`config.mk`:
```
export PLATFORM = sky130hd
export DESIGN_NAME = dcache
export DESIGN_NICKNAME = d
export VERILOG_FILES = /design/src/rtl/dcache_pkg.sv /design/src/rtl/dcache_array.sv /design/src/rtl/dcache.sv
export SDC_FILE = /design/constraint.sdc
export NUM_CORES = 1
export LEC_CHECK = 0
export ABC_AREA = 1
export BUFFER_PORTS_ARGS = -buffer_cell sky130_fd_sc_hd__buf_4
export CELL_PAD_IN_SITES_DETAIL_PLACEMENT = 1
export CELL_PAD_IN_SITES_GLOBAL_PLACEMENT = 2
export CORE_MARGIN = 1
export CORE_UTILIZATION = 45
export DETAILED_ROUTE_END_ITERATION = 8
export MAX_ROUTING_LAYER = met4
export PLACE_DENSITY_LB_ADDON = 0.1
export SETUP_SLACK_MARGIN = 0.5
export SLEW_MARGIN = 40
export SYNTH_ARGS = -nofsm -noshare
export SYNTH_HDL_FRONTEND = slang
export SYNTH_SLANG_ARGS = --single-unit
```
`constraint.sdc`:
```
create_clock -name clk -period 13.42 [get_ports clk]
set_input_delay 2.684 -clock clk [delete_from_list [all_inputs] [get_ports clk]]
set_output_delay 2.684 -clock clk [all_outputs]
set_load 0.005 [all_outputs]
```
`src/rtl/dcache_pkg.sv`:
```
// Shared types and default geometry for the direct-mapped, write-through data cache.
package dcache_pkg;

  localparam int NUM_LINES = 16;
  localparam int INDEX_W   = $clog2(NUM_LINES);
  localparam int TAG_W     = 30 - INDEX_W;

  typedef enum logic [1:0] {
    IDLE,
    FILL,
    WRITE
  } state_t;

endpackage

```
`src/rtl/dcache_array.sv`:
```
// Tag/valid/data storage for the cache: one combinational read port, one write port,
// and a synchronous clear of every valid bit.
module dcache_array #(
  parameter int NUM_LINES = dcache_pkg::NUM_LINES,
  parameter int INDEX_W   = $clog2(NUM_LINES),
  parameter int TAG_W     = 30 - INDEX_W
) (
  input  logic               clk,
  input  logic               clear,
  input  logic [INDEX_W-1:0] rdIdx,
  output logic               rdValid,
  output logic [TAG_W-1:0]   rdTag,
  output logic [31:0]        rdData,
  input  logic               we,
  input  logic [INDEX_W-1:0] wrIdx,
  input  logic [TAG_W-1:0]   wrTag,
  input  logic [31:0]        wrData
);
  import dcache_pkg::*;

  logic [NUM_LINES-1:0] validBits;
  logic [TAG_W-1:0]     tagMem  [NUM_LINES];
  logic [31:0]          dataMem [NUM_LINES];

  // Clear wins over a same-cycle write so an abandoned fill can never leave a valid line.
  always_ff @(posedge clk) begin
    if (clear) begin
      validBits <= '0;
    end else if (we) begin
      validBits[wrIdx] <= 1'b1;
    end
  end

  // NOTE: tag and data arrays are deliberately not reset; the valid bits alone
  // decide whether their contents mean anything, and unreset arrays map to plain RAM.
  always_ff @(posedge clk) begin
    if (we && !clear) begin
      tagMem[wrIdx]  <= wrTag;
      dataMem[wrIdx] <= wrData;
    end
  end

  assign rdValid = validBits[rdIdx];
  assign rdTag   = tagMem[rdIdx];
  assign rdData  = dataMem[rdIdx];

endmodule

```
`src/rtl/dcache.sv`:
```
// Direct-mapped, one-word-line data cache: write-through, no-write-allocate, blocking
// misses via a simple req/ack backing-memory handshake, plus saturating hit/miss counters.
module dcache #(
  parameter int NUM_LINES = dcache_pkg::NUM_LINES,
  parameter int CNT_W     = 16
) (
  input  logic             clk,
  input  logic             reset,
  input  logic             DataRE,
  input  logic             DataWE,
  input  logic [31:0]      DataA,
  input  logic [31:0]      DataWD,
  output logic [31:0]      DataRD,
  output logic             Stall,
  output logic             MemReq,
  output logic             MemWE,
  output logic [31:0]      MemA,
  output logic [31:0]      MemWD,
  input  logic [31:0]      MemRD,
  input  logic             MemAck,
  output logic [CNT_W-1:0] HitCount,
  output logic [CNT_W-1:0] MissCount
);
  import dcache_pkg::*;

  localparam int INDEX_W = $clog2(NUM_LINES);
  localparam int TAG_W   = 30 - INDEX_W;

  state_t             state, nextState;
  logic [INDEX_W-1:0] lineIdx;
  logic [TAG_W-1:0]   lineTag;
  logic               rdValid;
  logic [TAG_W-1:0]   rdTag;
  logic [31:0]        rdData;
  logic               hit;
  logic               arrWe;
  logic [31:0]        arrWData;
  logic               hitEvt, missEvt;

  assign lineIdx = DataA[2 +: INDEX_W];
  assign lineTag = DataA[31 -: TAG_W];
  assign hit     = rdValid && (rdTag == lineTag);

  dcache_array #(
    .NUM_LINES(NUM_LINES),
    .INDEX_W  (INDEX_W),
    .TAG_W    (TAG_W)
  ) u_array (
    .clk    (clk),
    .clear  (reset),
    .rdIdx  (lineIdx),
    .rdValid(rdValid),
    .rdTag  (rdTag),
    .rdData (rdData),
    .we     (arrWe),
    .wrIdx  (lineIdx),
    .wrTag  (lineTag),
    .wrData (arrWData)
  );

  // NOTE: state and counters use non-blocking assignments so every register
  // samples the pre-edge values, independent of block ordering.
  always_ff @(posedge clk) begin
    if (reset) begin
      state <= IDLE;
    end else begin
      state <= nextState;
    end
  end

  // NOTE: every output of this block gets a default first, so no path leaves a
  // signal unassigned and no latch is inferred.
  always_comb begin
    nextState = state;
    Stall     = 1'b0;
    MemReq    = 1'b0;
    MemWE     = 1'b0;
    arrWe     = 1'b0;
    arrWData  = DataWD;
    hitEvt    = 1'b0;
    missEvt   = 1'b0;
    case (state)
      IDLE: begin
        if (DataWE) begin
          Stall     = 1'b1;
          MemReq    = 1'b1;
          MemWE     = 1'b1;
          nextState = WRITE;
        end else if (DataRE) begin
          if (hit) begin
            hitEvt = 1'b1;
          end else begin
            Stall     = 1'b1;
            MemReq    = 1'b1;
            missEvt   = 1'b1;
            nextState = FILL;
          end
        end
      end
      FILL: begin
        Stall  = 1'b1;
        MemReq = 1'b1;
        if (MemAck) begin
          arrWe     = 1'b1;
          arrWData  = MemRD;
          nextState = IDLE;
        end
      end
      WRITE: begin
        Stall  = 1'b1;
        MemReq = 1'b1;
        MemWE  = 1'b1;
        // The memory write is done on the ack, so the core is released that same cycle.
        if (MemAck) begin
          Stall     = 1'b0;
          arrWe     = hit;
          nextState = IDLE;
        end
      end
      default: nextState = IDLE;
    endcase
    if (reset) begin
      Stall   = 1'b0;
      MemReq  = 1'b0;
      MemWE   = 1'b0;
      arrWe   = 1'b0;
      hitEvt  = 1'b0;
      missEvt = 1'b0;
    end
  end

  assign MemA   = {DataA[31:2], 2'b00};
  assign MemWD  = DataWD;
  assign DataRD = (DataRE && !reset) ? rdData : '0;

  always_ff @(posedge clk) begin
    if (reset) begin
      HitCount  <= '0;
      MissCount <= '0;
    end else begin
      if (hitEvt && (HitCount != '1)) begin
        HitCount <= HitCount + 1'b1;
      end
      if (missEvt && (MissCount != '1)) begin
        MissCount <= MissCount + 1'b1;
      end
    end
  end

endmodule

```
### Yosys cells after proc, flatten, opt, wreduce, memory -nomap -nowiden

Memory sizes are Yosys's and may differ from the RTL's.
Cells that the tools add are included.

| cells by class | value |
|---|---|
| add/subtract/negate cells | 2 |
| bitwise operators | 1 |
| equality and inequality tests | 8 |
| muxes and demuxes | 37 |
| magnitude comparators | 2 |
| reductions and logical operators | 10 |

Operators with widths:

| cell | count |
|---|---|
| two-way mux 32 bit | 3 |
| adder 16 x 1 -> 16 bit (second input constant) | 2 |
| inequality test 16 bit (second input constant) | 2 |
| == test 26 bit | 1 |
| two-way mux 1 bit | 23 |
| bitwise OR 16 bit | 1 |
| two-way mux 2 bit | 4 |
| logical AND 1 bit | 6 |
| inequality test 3 bit (second input constant) | 2 |
| one-hot mux 1 bit (2 select lines) | 3 |
| < comparator 4 x 5 -> 1 bit (second input constant) | 1 |
| binary-select mux 1 bit (select 4 bit) | 1 |
| demux 1 bit (select 4 bit) | 1 |
| greater-or-equal comparator 4 x 1 -> 1 bit (second input constant) | 1 |
| one-hot mux 2 bit (2 select lines) | 1 |
| one-hot mux 1 bit (3 select lines) | 1 |
| AND reduction 3 bit | 1 |
| == test 2 x 1 -> 1 bit (second input constant) | 1 |
| == test 2 bit (second input constant) | 1 |
| logical NOT 2 bit | 1 |
| inequality test 2 x 1 -> 1 bit (second input constant) | 1 |
| OR reduction 2 bit | 1 |
| logical NOT 1 bit | 1 |

| storage, ports and cells | value |
|---|---|
| input bits | 101 |
| memories | 2 |
| word-level logic and storage cells | 66 |
| output and inout bits | 131 |
| flip-flop bits (word level) | 50 |
| memory bits (writable) | 928 |

Memory list:

| memory | depth | bits a word | rd ports | clocked after memory_dff | wr ports | RTL line | source |
|---|---|---|---|---|---|---|---|
| u_array.dataMem | 16 | 32 | 1 | 0 | 1 | dcache_array.sv:23 | `logic [31:0] dataMem [NUM_LINES];` |
| u_array.tagMem | 16 | 26 | 1 | 0 | 1 | dcache_array.sv:22 | `logic [TAG_W-1:0] tagMem [NUM_LINES];` |

### Depth between registers and ports, before layout

| depth | value |
|---|---|
| depth after elaboration | 9 |
| gate-level depth with buffers | 24 |
| gate-level depth less buffers | 20 |

### Cells and area by module

From an unflattened synthesis, not the netlist that was laid out.

| second synthesis, totals | value |
|---|---|
| cells, all modules | 4496 |
| area, all modules | 44228.7 um^2 |

Modules (own cells, without submodules):

| module | cells each | area an instance (um^2) | times used | seq. area each (um^2) |
|---|---|---|---|---|
| dcache_array | 3849 | 40339.9 | 1 | 28187.0 |
| dcache | 647 | 3888.7 | 1 | 680.7 |

### Worst setup path after synthesis

Ideal clock, no wire load.

| path | value |
|---|---|
| kind | input to register |
| start point | in DataA[2] |
| end point | mem u_array.dataMem[11][0], enable pin |
| cell stages on the path | 22 |
| path slack | 4.619 ns |
| arrival | 8.256 ns |
| buffers on the path | 3 |
| library setup time | 0.545 ns |
| data required time | 12.875 ns |
| path through | buf_4 > inv_2 > buf_6 > buf_6 > nand2_1 > nand2_1 > nand2_1 > nand2_1 > nand2_1 > nand2_1 > nor2_1 > nand2_1 > inv_1 > nor2_1 > nand2_1 > nor2_1 > nand2_1 > nor2_1 > nand3_1 > nand2_1 > nand2_2 > nor3_1 |

| on the way | value |
|---|---|
| longest elaborated chain between the ends | 9 |
| elaborated cells between the ends (all ways) | 11 |
| those cells by class | eq/ne: 1; mux: 7; reduce/logical: 2; memory: 1 |

Ends and longest elaborated chain:

| what | RTL line | source |
|---|---|---|
| from (decl) | dcache.sv:11 | `input logic [31:0] DataA,` |
| memory read (16 x 26 bit) / binary-select mux 1 bit (select 4 bit) (equally long branches) | -- |  |
| == test 26 bit / two-way mux 1 bit (equally long branches) | dcache.sv:42, dcache_array.sv:43 |  |
| logical AND 1 bit | dcache.sv:42 | `assign hit = rdValid && (rdTag == lineTag);` |
| two-way mux 1 bit | dcache.sv:114 | `if (MemAck) begin` |
| one-hot mux 1 bit (2 select lines) | dcache.sv:82 | `case (state)` |
| two-way mux 1 bit | dcache.sv:122 | `if (reset) begin` |
| logical AND 1 bit | dcache_array.sv:37 | `if (we && !clear) begin` |
| two-way mux 1 bit | dcache_array.sv:37 |  |
| two-way mux 1 bit (not written as such) | dcache_array.sv:39 | `dataMem[wrIdx] <= wrData;` |
| to (decl) | dcache_array.sv:23 |  |

Several ways; a longest one is shown, not always the timed one. The select of a mux whose other input is x is not followed.

### Worst setup path after layout

| path | value |
|---|---|
| start point | in DataA[2] |
| end point | out MemReq |

| on the way | value |
|---|---|
| longest elaborated chain between the ends | 8 |
| elaborated cells between the ends (all ways) | 10 |
| those cells by class | eq/ne: 1; mux: 7; reduce/logical: 1; memory: 1 |

Ends and longest elaborated chain:

| what | RTL line | source |
|---|---|---|
| memory read (16 x 26 bit) / binary-select mux 1 bit (select 4 bit) (equally long branches) | -- |  |
| == test 26 bit / two-way mux 1 bit (equally long branches) | dcache.sv:42, dcache_array.sv:43 |  |
| logical AND 1 bit * | dcache.sv:42 |  |
| two-way mux 1 bit * | dcache.sv:90 | `if (hit) begin` |
| two-way mux 1 bit * | dcache.sv:89 | `end else if (DataRE) begin` |
| two-way mux 1 bit * | dcache.sv:84 | `if (DataWE) begin` |
| one-hot mux 1 bit (2 select lines) * | dcache.sv:82 |  |
| two-way mux 1 bit * | dcache.sv:122 |  |
| to (decl) | dcache.sv:15 | `output logic MemReq,` |

Mark *: on every way between the ends. The rest lies on a longest branch, timed or not. The select of a mux whose other input is x is not followed.

==> out/results.ini <==
[outcome]
outcome = finished, final reports clean

[synthesis]
ys_seq_elements = 978
synth_seq_area_share_pct = 72.1
syn_inst_count = 3322
synthDominantAreaCellType = sky130_fd_sc_hd__edfxtp_1
ys_top_cells_by_area = sky130_fd_sc_hd__edfxtp_1 70%, sky130_fd_sc_hd__nand2_1 11%, sky130_fd_sc_hd__a22oi_1 4.8%
synthesis_warnings = 0
synth-main-ff-cell = sky130_fd_sc_hd__edfxtp_1
post-synth-top-area-fraction_pct = 69.6
synth-async-reset-ratio_pct = 0
synth_edf_count = 928
netlist_area_um2 = 40000
syn_avg_cell_area_um2 = 12.0
ys_types = 38

[worst_setup_path]
timing.critical_path.cells = buf_6, nand2_1, inv_4, buf_6, nand2_1, nand3_1, nand2_1, nand2_1, nor2_1, nand2_1, nand2_1, nor2_1, nand3_1, nor2_1, nand2_1, nand3_1, nand3_1, nand3_1, inv_1, buf_4
timing.critical_path.from = DataA[2]
critical_path_depth = 20
critical_path.top_delay_family = simple AND/OR/NAND/NOR gates
rrSetupSlack_ns = 8.98
timing_worst_setup_path_type = in2out
slowest_stage = sky130_fd_sc_hd__buf_6
worst_r2r_endpoint = u_array.tagMem[5][13]
critical_path_required_ns = 10.74
cp_data_arrival_time_ns = 6.63
worstRegToRegCells = 16
critPathMaxFanout = 81
timing.critical_path.buf_inv = 5
most_frequent_cell_on_the_critical_path = sky130_fd_sc_hd__nand2_1
crit-reg2reg-launch = u_array.tagMem[13][15]
max_stage_delay_ns = 0.66
crit_end = MemReq
timing.critical_path.from_type = input pin
end_kind = output port

[clock_network]
cts_tree = built
post_cts_sizing = 0
cts_num_sinks = 978
num_cts_buffers = 102
htreeDepth = 3
clockBufferDepth = 3
clock-root-buffer = sky130_fd_sc_hd__clkbuf_16
postCtsSetupBuffers = 0
cts_hold_buf = 0
cts.clk_slew.worst_paths_ns = 0.06
clkLatencyLatePin_ns = 0.69

[grt]
grt_antenna_before_repair = 0
grt_start_max_net_pins = 99
via_count_of_the_first_global_routing_pass = 27662
grt_first_pass_wirelength_um = 170000
grt_resource_usage_total_pct = 26.2
global_route.overflow_total = 0

[finish]
finalInstanceArea_um2 = 46000
flow.area_growth_from_synthesis_pct = 14.9
nNetsFinal = 3592
final_util_pct = 52.6
most-common-layout-cells = 1219 x sky130_fd_sc_hd__nand2_1, 928 x sky130_fd_sc_hd__edfxtp_1, 266 x sky130_fd_sc_hd__buf_4
layout_commonest_cell = sky130_fd_sc_hd__nand2_1
fill_cell_total_of_the_finished_layout = 8964
instances_no_fill = 4724
ratio_of_cells_with_drive_above_1_in_the_final_layout_pct = 13.7
antenna_cells = 0

[worst_hold_path]
hold_path.class = reg2reg

[placed_design]
finalWeightedCongestion = 0.770
dpl-instance-area_um2 = 42600
dpl.hpwl_um = 62100
dpl.cell_count = 4534
portBuffers = 227
dp_slack_ns = 4.07

[detailed_routing]
via_per_inst = 5.56
totalWireLength_um = 115000
detailedRoute.firstPassIterationCount = 5
wl_per_cell_um = 24.3
dr.first_iter.drc_count = 1955
via_count_of_the_routed_design = 26281
drcViolationCount = 0
antenna_left = 0

[floorplanning]
number_of_top_level_pins = 232
core-area_um2 = 87400
die_area_um2 = 90100
die_w_um = 300
die-height_um = 300
std_cell_rows = 108
initial_cell_density_of_the_core_pct = 45.8

[pwr]
total_power_after_layout_mw = 6.52
leakage_nw = 16.9
power_density_nw_per_um2 = 142
vdd_ir_drop_max_mv = 0.129

[sta]
period_needed_ns = 9.31
finalSetupViolations = 0
max_freq_mhz = 107
worst_hold_slack_ns = 0.462
drv_slew = 0
final.setup.tns_ns = 0
rsz0062_at_grt = no
final_critical_path_setup_slack_ns = 4.11
timing_worst_slew_pin_value_ns = 0.880
timing.final.hold_violations = 0
share_of_the_clock_period_used_by_the_worst_path_after_layout_pct = 69.4
skew_ns = 0.0447
max_slew_margin_pct = 41.3

[run]
max_cap_viol_count = 0

layout make-up:
cell class	instances	area [um^2]	area share, %
timing repair buffer	286	2350	5.10
inverter	113	439	0.955
tap	1155	1450	3.14
clock inverter	52	557	1.21
sequential	978	28900	62.8
multi-input combinational	2004	9590	20.9
clock buffer	136	2740	5.96
Yosys cell counts (2+ instances only):
| cell | instances |
|---|---|
| sky130_fd_sc_hd__nor3_1 | 21 |
| sky130_fd_sc_hd__a22oi_1 | 256 |
| sky130_fd_sc_hd__clkbuf_1 | 86 |
| sky130_fd_sc_hd__mux2_2 | 32 |
| sky130_fd_sc_hd__buf_4 | 67 |
| sky130_fd_sc_hd__inv_2 | 3 |
| sky130_fd_sc_hd__o22ai_1 | 11 |
| sky130_fd_sc_hd__nand2_1 | 1221 |
| sky130_fd_sc_hd__nand2_2 | 2 |
| sky130_fd_sc_hd__nor3_2 | 3 |
| sky130_fd_sc_hd__buf_2 | 38 |
| sky130_fd_sc_hd__o21bai_1 | 9 |
| sky130_fd_sc_hd__xnor2_1 | 2 |
| sky130_fd_sc_hd__ha_1 | 6 |
| sky130_fd_sc_hd__o41a_1 | 15 |
| sky130_fd_sc_hd__edfxtp_1 | 928 |
| sky130_fd_sc_hd__nor2_2 | 3 |
| sky130_fd_sc_hd__nand3_1 | 56 |
| sky130_fd_sc_hd__clkinv_1 | 3 |
| sky130_fd_sc_hd__nor4_1 | 20 |
| sky130_fd_sc_hd__inv_1 | 107 |
| sky130_fd_sc_hd__buf_6 | 12 |
| sky130_fd_sc_hd__a21oi_1 | 156 |
| sky130_fd_sc_hd__xor2_1 | 8 |
| sky130_fd_sc_hd__o21ai_0 | 25 |
| sky130_fd_sc_hd__nor2_1 | 128 |
| sky130_fd_sc_hd__o21ai_1 | 11 |
| sky130_fd_sc_hd__dfxtp_1 | 50 |
| sky130_fd_sc_hd__nand4_1 | 10 |
| sky130_fd_sc_hd__buf_1 | 25 |
logic make-up after synthesis:
kind of cell	share of synthesized area, %
AND/OR/NAND/NOR	14.4
multiplexers	0.901
flip-flops	72.1
other	0.00937
AO/OA/AOI/OAI	7.99
buffers and inverters	4.17
adder cells (fa/ha/maj)	0.188
XOR/XNOR	0.219
flip-flops by register name, summed over array words and instances (netlist names):
register and cells:
state 2, u_array.dataMem 512, u_array.validBits 16, MissCount 16, u_array.tagMem 416, HitCount 16
worst register-to-register path, delay by kind of cell (launching register included):
| kind | cells | cell delay [ns] |
|---|---|---|
| DFF | 1 | 0.38 |
| buffers and inverters | 1 | 0.65 |
| and+or+nand+nor | 14 | 2.48 |
| AOI/OAI and AO/OA | 1 | 0.50 |
worst min-delay path by stage:
stage | from | endpoint | cells after the start
2_1_floorplan | u_array.validBits[0] | u_array.validBits[0] | 2
3_3_place_gp | u_array.validBits[0] | u_array.validBits[0] | 2
3_5_place_dp | u_array.validBits[4] | u_array.validBits[4] | 2
4_1_cts | u_array.validBits[4] | u_array.validBits[4] | 2
5_1_grt | u_array.validBits[12] | u_array.validBits[12] | 2
6_report | u_array.validBits[4] | u_array.validBits[4] | 2
where the power goes:
| part | internal [mW] | switching [mW] | leakage (nW) |
|---|---|---|---|
| logic | 0.119 | 0.269 | 6.59 |
| clock network | 1.60 | 1.19 | 1.59 |
| registers | 3.35 | 0.00131 | 8.74 |
| total | 5.06 | 1.46 | 16.9 |
routing by layer:
metal / global-route usage [%] / wire, um
met3: 3.08 / 4630
met4: 8.39 / 3320
met1: 33.1 / 49500
met2: 44.0 / 57300
met5: - / 0
Power figures use the tool's default switching activity.
